--- src/rtl/round_adder.sv ---
// Registered rounding incrementer for the FPU add/sub path.
// Adds the round bit to InData through a ripple chain of half-adder cells and
// registers the low WIDTH bits plus the carry-out one cycle later.
module round_adder #(
  parameter int unsigned WIDTH = 8
) (
  input  logic             clk,
  input  logic             rst,
  input  logic             in_valid,
  input  logic             round,
  input  logic [WIDTH-1:0] InData,
  output logic [WIDTH-1:0] RoundedData,
  output logic             Overflow,
  output logic             out_valid
);

  // carry[i] is the carry into bit i; round is the carry-in to bit 0.
  logic [WIDTH:0]   carry;
  logic [WIDTH-1:0] sum;

  logic [WIDTH-1:0] data_q, data_d;
  logic             ovf_q, ovf_d;
  logic             valid_q, valid_d;

  assign carry[0] = round;

  // Half-adder cell per bit: incrementing only ever needs a XOR c and a AND c.
  for (genvar i = 0; i < WIDTH; i++) begin : g_ha
    assign sum[i]       = InData[i] ^ carry[i];
    assign carry[i + 1] = InData[i] & carry[i];
  end

  // Next-state: load a new result on in_valid, otherwise hold data and drop valid.
  always_comb begin
    data_d  = data_q;
    ovf_d   = ovf_q;
    valid_d = 1'b0;
    if (in_valid) begin
      data_d  = sum;
      ovf_d   = carry[WIDTH];
      valid_d = 1'b1;
    end
  end

  // Output registers with synchronous reset taking priority over capture.
  always_ff @(posedge clk) begin
    if (rst) begin
      data_q  <= '0;
      ovf_q   <= 1'b0;
      valid_q <= 1'b0;
    end else begin
      data_q  <= data_d;
      ovf_q   <= ovf_d;
      valid_q <= valid_d;
    end
  end

  assign RoundedData = data_q;
  assign Overflow    = ovf_q;
  assign out_valid   = valid_q;

endmodule

--- config.mk ---
export PLATFORM = sky130hd
export DESIGN_NAME = round_adder
export DESIGN_NICKNAME = d
export VERILOG_FILES = /design/src/rtl/round_adder.sv
export SDC_FILE = /design/constraint.sdc
export NUM_CORES = 1
export LEC_CHECK = 0
export CAP_MARGIN = 5
export CORE_ASPECT_RATIO = 0.9
export CORE_MARGIN = 4
export CORE_UTILIZATION = 25
export DETAILED_ROUTE_END_ITERATION = 10
export PLACE_DENSITY_LB_ADDON = 0.2
export SYNTH_ARGS = -nofsm -noshare
export SYNTH_HDL_FRONTEND = slang
export SYNTH_SLANG_ARGS = --single-unit
--- constraint.sdc ---
create_clock -name clk -period 3 [get_ports clk]
set_clock_uncertainty 0.15 [all_clocks]
set_input_delay 0.6 -clock clk [delete_from_list [all_inputs] [get_ports clk]]
set_output_delay 0.6 -clock clk [all_outputs]
set_load 0.05 [all_outputs]
After elaboration in Yosys (flattened, before gate mapping)
Cells that the tools add are included.
{ "op_classes": {"bitwise_logic": 16, "n_mux": 1} }
{ "ops": {"columns": ["op", "count"], "rows": [
  ["AND 1 bit", 8],
  ["XOR 1 bit", 8],
  ["two-way mux 1 bit", 1]
]} }
{ "word_totals": {"regBits": 10, "wordCells": 20, "input_bits": 12, "output_inout_bits": 10} }

Logic depth before layout (Yosys ltp)
Gate-level depths: netlist of the first run.
{ "depth": {"depth_word": 8, "depth_mapped": 10, "depth_no_buf": 10} }

Worst setup path after synthesis of the first run
No wires, ideal clock.
{ "synth_timing": {"path_kind": "input port to flip-flop", "start": "in round", "end": "reg data_q[7], in the netlist RoundedData[7]", "required_ps": 2732, "n_path_buf": 0, "arrival_ps": 2225, "setup_time_ps": 118, "path_stages": 10, "slack_ps": 507, "path_cell_list": "ha_1 > ha_1 > ha_1 > ha_1 > ha_1 > ha_1 > ha_1 > ha_1 > mux2i_1 > nor2_1"} }
{ "synth_between": {"elab_chain_len": 8} }
{ "synth_rtl": {"columns": ["element", "line", "rtl"], "rows": [
  ["start: declaration", "10", "input logic round,"],
  ["AND 1 bit (7 in series)", "30", "assign carry[i + 1] = InData[i] & carry[i];"],
  ["XOR 1 bit", "29", "assign sum[i] = InData[i] ^ carry[i];"],
  ["net sum[7]", "19", "logic [WIDTH-1:0] sum;"],
  ["end signal: assignment", "52", "data_q <= data_d;"],
  ["end: declaration", "21", "logic [WIDTH-1:0] data_q, data_d;"]
]} }
The timed path passes the listed nets, and every way through them passes these cells.
A chain may end at the register's enable or synchronous reset.

Worst setup path in the final report of the first run
Same ends and word-level chain as after synthesis.

==> summary.txt, run 1 <==
status -> finished clean
clock slew at the register clock pins of the worst setup and hold paths -> 0.07 ns
TritonCTS Sinks -> 10
VDD IR max -> 272 uV
starting density of the core -> 0.266
final number of max-transition violations -> 0
Warnings, synthesis -> 0
Post-Syn Nets -> 59
worst min path class -> reg -> reg
first-pass GRT wire length -> 1.30 mm
Fin. Hold Viols -> 0
post-synthesis compound-gate area fraction -> 0
Crit path largest cell delay -> 0.40 ns
dpl hpwl -> 679 um
CTS Hold Bufs -> 0
PnR worst setup slack -> 0.267 ns
cts repair resizes -> 0
largest family of logic cells by synthesized area -> adder cells
TritonCTS clock tree -> built
Final Critical Period -> 2.73 ns
Max-cap violations -> 0
DIE WIDTH -> 52.6 um
setup_tns -> 0 ns
Pre-Repair DR Iteration Count -> 4
CP Buf/Inv Count -> 1
post-place setup slack -> -0.0272 ns
Finished Cell Area -> 707 um2
Vias/cell -> 3.91
Setup violations, final -> 0
# DRC -> 0
Post CTS Setup Buffer Count -> 0
Max-slew headroom -> 0.630
final cell count without fillers -> 86
WP data required -> 2.99 ns
Max clock buf depth -> 2
R2R cell count -> 2
Synth Area in Simple Gates -> 0.0896
post-synthesis adder-cell area fraction -> 0.224
fin util -> 0.420
initial antenna violation count -> 0
clock root buffer master -> clkbuf_4
pwr dens -> 487 mW/mm2
I/O Buffers -> 21
Die Y -> 48.1 um
Iter 0 DRT Violations -> 6
# fillers -> 183
fraction of layout cells with a size suffix above 1 -> 0.0645
worst skew pair latency -> 0.26 ns
post-DR wirelength/cell -> 10.1 um
placed inst area -> 671 um2
mux cell area share after synthesis -> 0.202
io pins -> 22
GP Congestion -> 0.687
final cycle utilization of the critical path -> 0.911
n_diodes -> 0
Synth area leaders -> dfxtp_1, ha_1, mux2i_1
reg-to-reg startpoint -> RoundedData[1]
final wirelength -> 865 um
nets@finish -> 83
area growth from synthesis to final layout -> 58.3%
Worst Hold Launch -> RoundedData[4]
post-synthesis register bit count -> 10
DRT antenna net count -> 0
xor/xnor share of the synthesized area -> 0
largest net degree at the start of global routing -> 11
overall power -> 0.344 mW
CTS H-tree depth -> 1
WP data arrival -> 2.73 ns
Worst setup EP type -> register
r2r setup slk -> 2.24 ns
CP Launch Point -> round
syn avg cell area -> 11.5 um2
Yosys cell types -> 7
Die Area -> 0.00253 mm2
share of the synthesized area in the top cell type -> 0.448
critical path fanouts, max -> 1
Max Clock Freq -> 366 MHz
crit start category -> primary input
CP cell instances -> clkdlybuf4s50_1, ha_1, ha_1, ha_1, ha_1, ha_1, ha_1, ha_1, ha_1, mux2i_1, nor2_1
dpl cells -> 82
cell count after synthesis -> 39
via count -> 336
grt total ovfl -> 0
crit path max-delay cell type -> clkdlybuf4s50_1
total CTS buffers -> 3
Leak -> 0.323 nW
Tot GR Track Use -> 0.0766
Hold EP -> RoundedData[4]
worst-margin pin slew -> 0.554 ns
terminus of the critical flop-to-flop path -> RoundedData[1]
row cnt -> 14
Crit Path Class -> in -> reg
RSZ-0062 raised after global routing -> false
worst hold slack -> 0.343 ns
number of global-route vias before repair -> 311
synthesized area -> 447 um2
worst hold stages -> 2
Worst path most repeated cell -> ha_1
Yosys top cell by area -> dfxtp_1
Core Region -> 0.00168 mm2
Seq/Total Area, Yosys -> 0.448
family with the most delay on the worst path -> adder cells
[power breakdown]
group	internal [mW]	leakage [nW]	total [mW]	switching, mW
sequential	0.141	0.0825	0.144	0.00343
clock	0.0736	0.0210	0.120	0.0460
combinational	0.0357	0.220	0.0803	0.0446
total	0.250	0.323	0.344	0.0941
[worst max path at each step]
stage	cells past startpoint	to	slack, ns
after detailed placement	11	RoundedData[7]	-0.03
after CTS	11	RoundedData[7]	0.25
after floorplan	10	RoundedData[7]	0.51
after global routing	11	RoundedData[7]	0.14
after global placement	11	RoundedData[7]	-0.02
final	11	RoundedData[7]	0.27
[state kept, by name (all words and copies together) (netlist names)]
name / flops
out_valid: 1
RoundedData: 8
Overflow: 1
[kinds of logic (layout without fill, tap and decap cells)]
kind of cell | Yosys count | after routing
flops | 10 | 10
simple gates | 10 | 10
mux | 9 | 9
fa+ha+maj | 8 | 8
buf+inv | 2 | 25
[Yosys cell counts]
cell type	n
mux2i_1	9
nor2b_1	1
clkbuf_2	1
nor2_1	9
ha_1	8
dfxtp_1	10
buf_6	1
[worst min-delay path: stages (launching register included)]
cell and delay, ns:
dfxtp_1 0.32, mux2i_1 0.06, nor2_1 0.07
[area by class of cell]
cell class                 instances  area, um2  share of cell area
timing repair buffer              21        210               0.297
clock buffer                       4       36.3              0.0513
multi-input combinational         27        230               0.326
tap                               24       30.0              0.0425
sequential                        10        200               0.283
[cells in the final DEF (no fill, tap or decap)]
cell type,count
clkdlybuf4s50_1,21
dfxtp_1,10
mux2i_1,9
nor2_1,9
ha_1,8
clkbuf_4,3
nor2b_1,1
clkbuf_8,1
[per-layer routing]
layer / GRT usage / vias up / routed length, um
met5: 0 / - / 0
met4: 0.0306 / 0 / 0
met3: 0.0612 / 0 / 80
met2: 0.106 / 10 / 388
met1: 0.0870 / 147 / 396
li1: - / 179 / -
Note: power is estimated with default switching activity, not from simulation.
==> inputs of run 2 (changes only) <==
- CORE_AREA: default -> 4 4 41 43
- CORE_ASPECT_RATIO: 0.9 -> default
- CORE_MARGIN: 4 -> default
- CORE_UTILIZATION: 25 -> default
- DIE_AREA: default -> 0 0 45 47
- SKIP_LAST_GASP: default -> 1
==> summary.txt, run 2 (synthesized netlist as in run 1, its figures left out) <==
Die Area -> 0.00212 mm2 (was 0.00253 mm2)
Post CTS Setup Buffer Count -> 0 (unchanged)
row cnt -> 13 (was 14)
final cycle utilization of the critical path -> 0.909 (was 0.911)
Fin. Hold Viols -> 0 (unchanged)
worst skew pair latency -> 0.26 ns (about the same)
WP data arrival -> 2.72 ns (was 2.73 ns)
grt total ovfl -> 0 (unchanged)
via count -> 339 (was 336)
Leak -> 0.323 nW (unchanged)
# DRC -> 0 (unchanged)
Crit Path Class -> in -> reg (unchanged)
Multi-input gate area -> 230 um2 (unchanged)
wl on met1 -> 340 um (was 396 um)
pwr dens -> 493 mW/mm2 (was 487 mW/mm2)
clock slew at the register clock pins of the worst setup and hold paths -> 0.06 ns (was 0.07 ns)
clock root buffer master -> clkbuf_4 (unchanged)
Tot GR Track Use -> 0.0898 (was 0.0766)
crit start category -> primary input (unchanged)
fin util -> 0.535 (was 0.420)
overall power -> 0.343 mW (was 0.344 mW)
CTS H-tree depth -> 1 (unchanged)
TritonCTS clock tree -> built (unchanged)
status -> finished clean (unchanged)
Worst setup EP type -> register (unchanged)
Setup violations, final -> 0 (unchanged)
post-DR wirelength/cell -> 10.7 um (was 10.1 um)
VDD IR max -> 253 uV (was 272 uV)
max reg flops -> 8 (unchanged)
met2 routed wirelength -> 396 um (was 388 um)
n_diodes -> 0 (unchanged)
commonest non-fill, non-tap cell in the layout -> clkdlybuf4s50_1 (unchanged)
critical path fanouts, max -> 1 (unchanged)
Max clock buf depth -> 2 (unchanged)
worst min path class -> reg -> reg (unchanged)
Die Y -> 47 um (was 48.1 um)
RSZ-0062 raised after global routing -> false (unchanged)
# fillers -> 123 (was 183)
Top Metal Used -> met3 (unchanged)
Max Clock Freq -> 367 MHz (was 366 MHz)
CTS Hold Bufs -> 0 (unchanged)
metal3 WL -> 83 um (was 80 um)
Pre-Repair DR Iteration Count -> 2 (was 4)
DIE WIDTH -> 45 um (was 52.6 um)
WP data required -> 2.99 ns (about the same)
most frequent cells in the layout -> clkdlybuf4s50_1, dfxtp_1, mux2i_1, nor2_1, ha_1 (unchanged)
final number of max-transition violations -> 0 (unchanged)
GP Congestion -> 0.666 (was 0.687)
final wirelength -> 821 um (was 865 um)
I/O Buffers -> 21 (unchanged)
TritonCTS Sinks -> 10 (unchanged)
Core Region -> 0.00130 mm2 (was 0.00168 mm2)
cts repair resizes -> 0 (unchanged)
Vias/cell -> 4.40 (was 3.91)
register area -> 200 um2 (unchanged)
Iter 0 DRT Violations -> 2 (was 6)
total CTS buffers -> 3 (unchanged)
DRT antenna net count -> 0 (unchanged)
Final Critical Period -> 2.73 ns (about the same)
largest net degree at the start of global routing -> 11 (unchanged)
initial antenna violation count -> 0 (unchanged)
io pins -> 22 (unchanged)
nets@finish -> 83 (unchanged)
first-pass GRT wire length -> 1.28 mm (was 1.30 mm)
worst-margin pin slew -> 0.543 ns (was 0.554 ns)
starting density of the core -> 0.343 (was 0.266)
Max-slew headroom -> 0.637 (was 0.630)
number of global-route vias before repair -> 331 (was 311)
dpl hpwl -> 640 um (was 679 um)
fraction of layout cells with a size suffix above 1 -> 0.0645 (unchanged)
Max-cap violations -> 0 (unchanged)
area growth from synthesis to final layout -> 55.7% (was 58.3%)
-- run 2: cell counts in the layout (fill, tap and decap cells not counted) --
No cell type changed its count.
-- run 2: cell type report --
class	count	share of cell area
timing repair buffer	21	0.302
clock buffer	4	0.0522
multi-input combinational	27	0.331
tap	15	0.0270
sequential	10	0.288
-- run 2: through the flow --
step / std cells / hold slack, ns / setup TNS, ns / setup slack, ns / instance area [um2]
floorplan: 39 / 0.587 / 0 / 0.507 / 447
global placement: 73 / 0.326 / -0.0328 / -0.0328 / 659
detailed placement: 73 / 0.334 / -0.0348 / -0.0348 / 659
CTS: 77 / 0.351 / 0 / 0.252 / 696
global route: 77 / 0.375 / 0 / 0.138 / 696
finish: 77 / 0.343 / 0 / 0.273 / 696
-- run 2: final timing paths --
| path | from | to | slack, ns | cells after the start |
|---|---|---|---|---|
| max | round | RoundedData[7] | 0.27 | 11 |
| min | RoundedData[3] | RoundedData[3] | 0.34 | 2 |
| max reg2reg | Overflow | Overflow | 2.24 | 2 |
| min reg2reg | RoundedData[3] | RoundedData[3] | 0.34 | 2 |
-- run 2: critical path, stage by stage --
cell,delay [ns]
clkdlybuf4s50_1,0.40
ha_1,0.19
ha_1,0.18
ha_1,0.18
ha_1,0.18
ha_1,0.18
ha_1,0.18
ha_1,0.19
ha_1,0.27
mux2i_1,0.13
nor2_1,0.05
-- run 2: per-layer routing --
metal  track usage  vias to the layer above
met2         0.130                       12
li1              -                      178
met5             0                        -
met4         0.105                        0
met3        0.0230                        0
met1        0.0993                      149
-- run 2: report_power, final --
part	internal (mW)	total (mW)	switching, mW
Combinational	0.0357	0.0798	0.0442
Sequential	0.141	0.144	0.00338
Clock	0.0737	0.119	0.0451
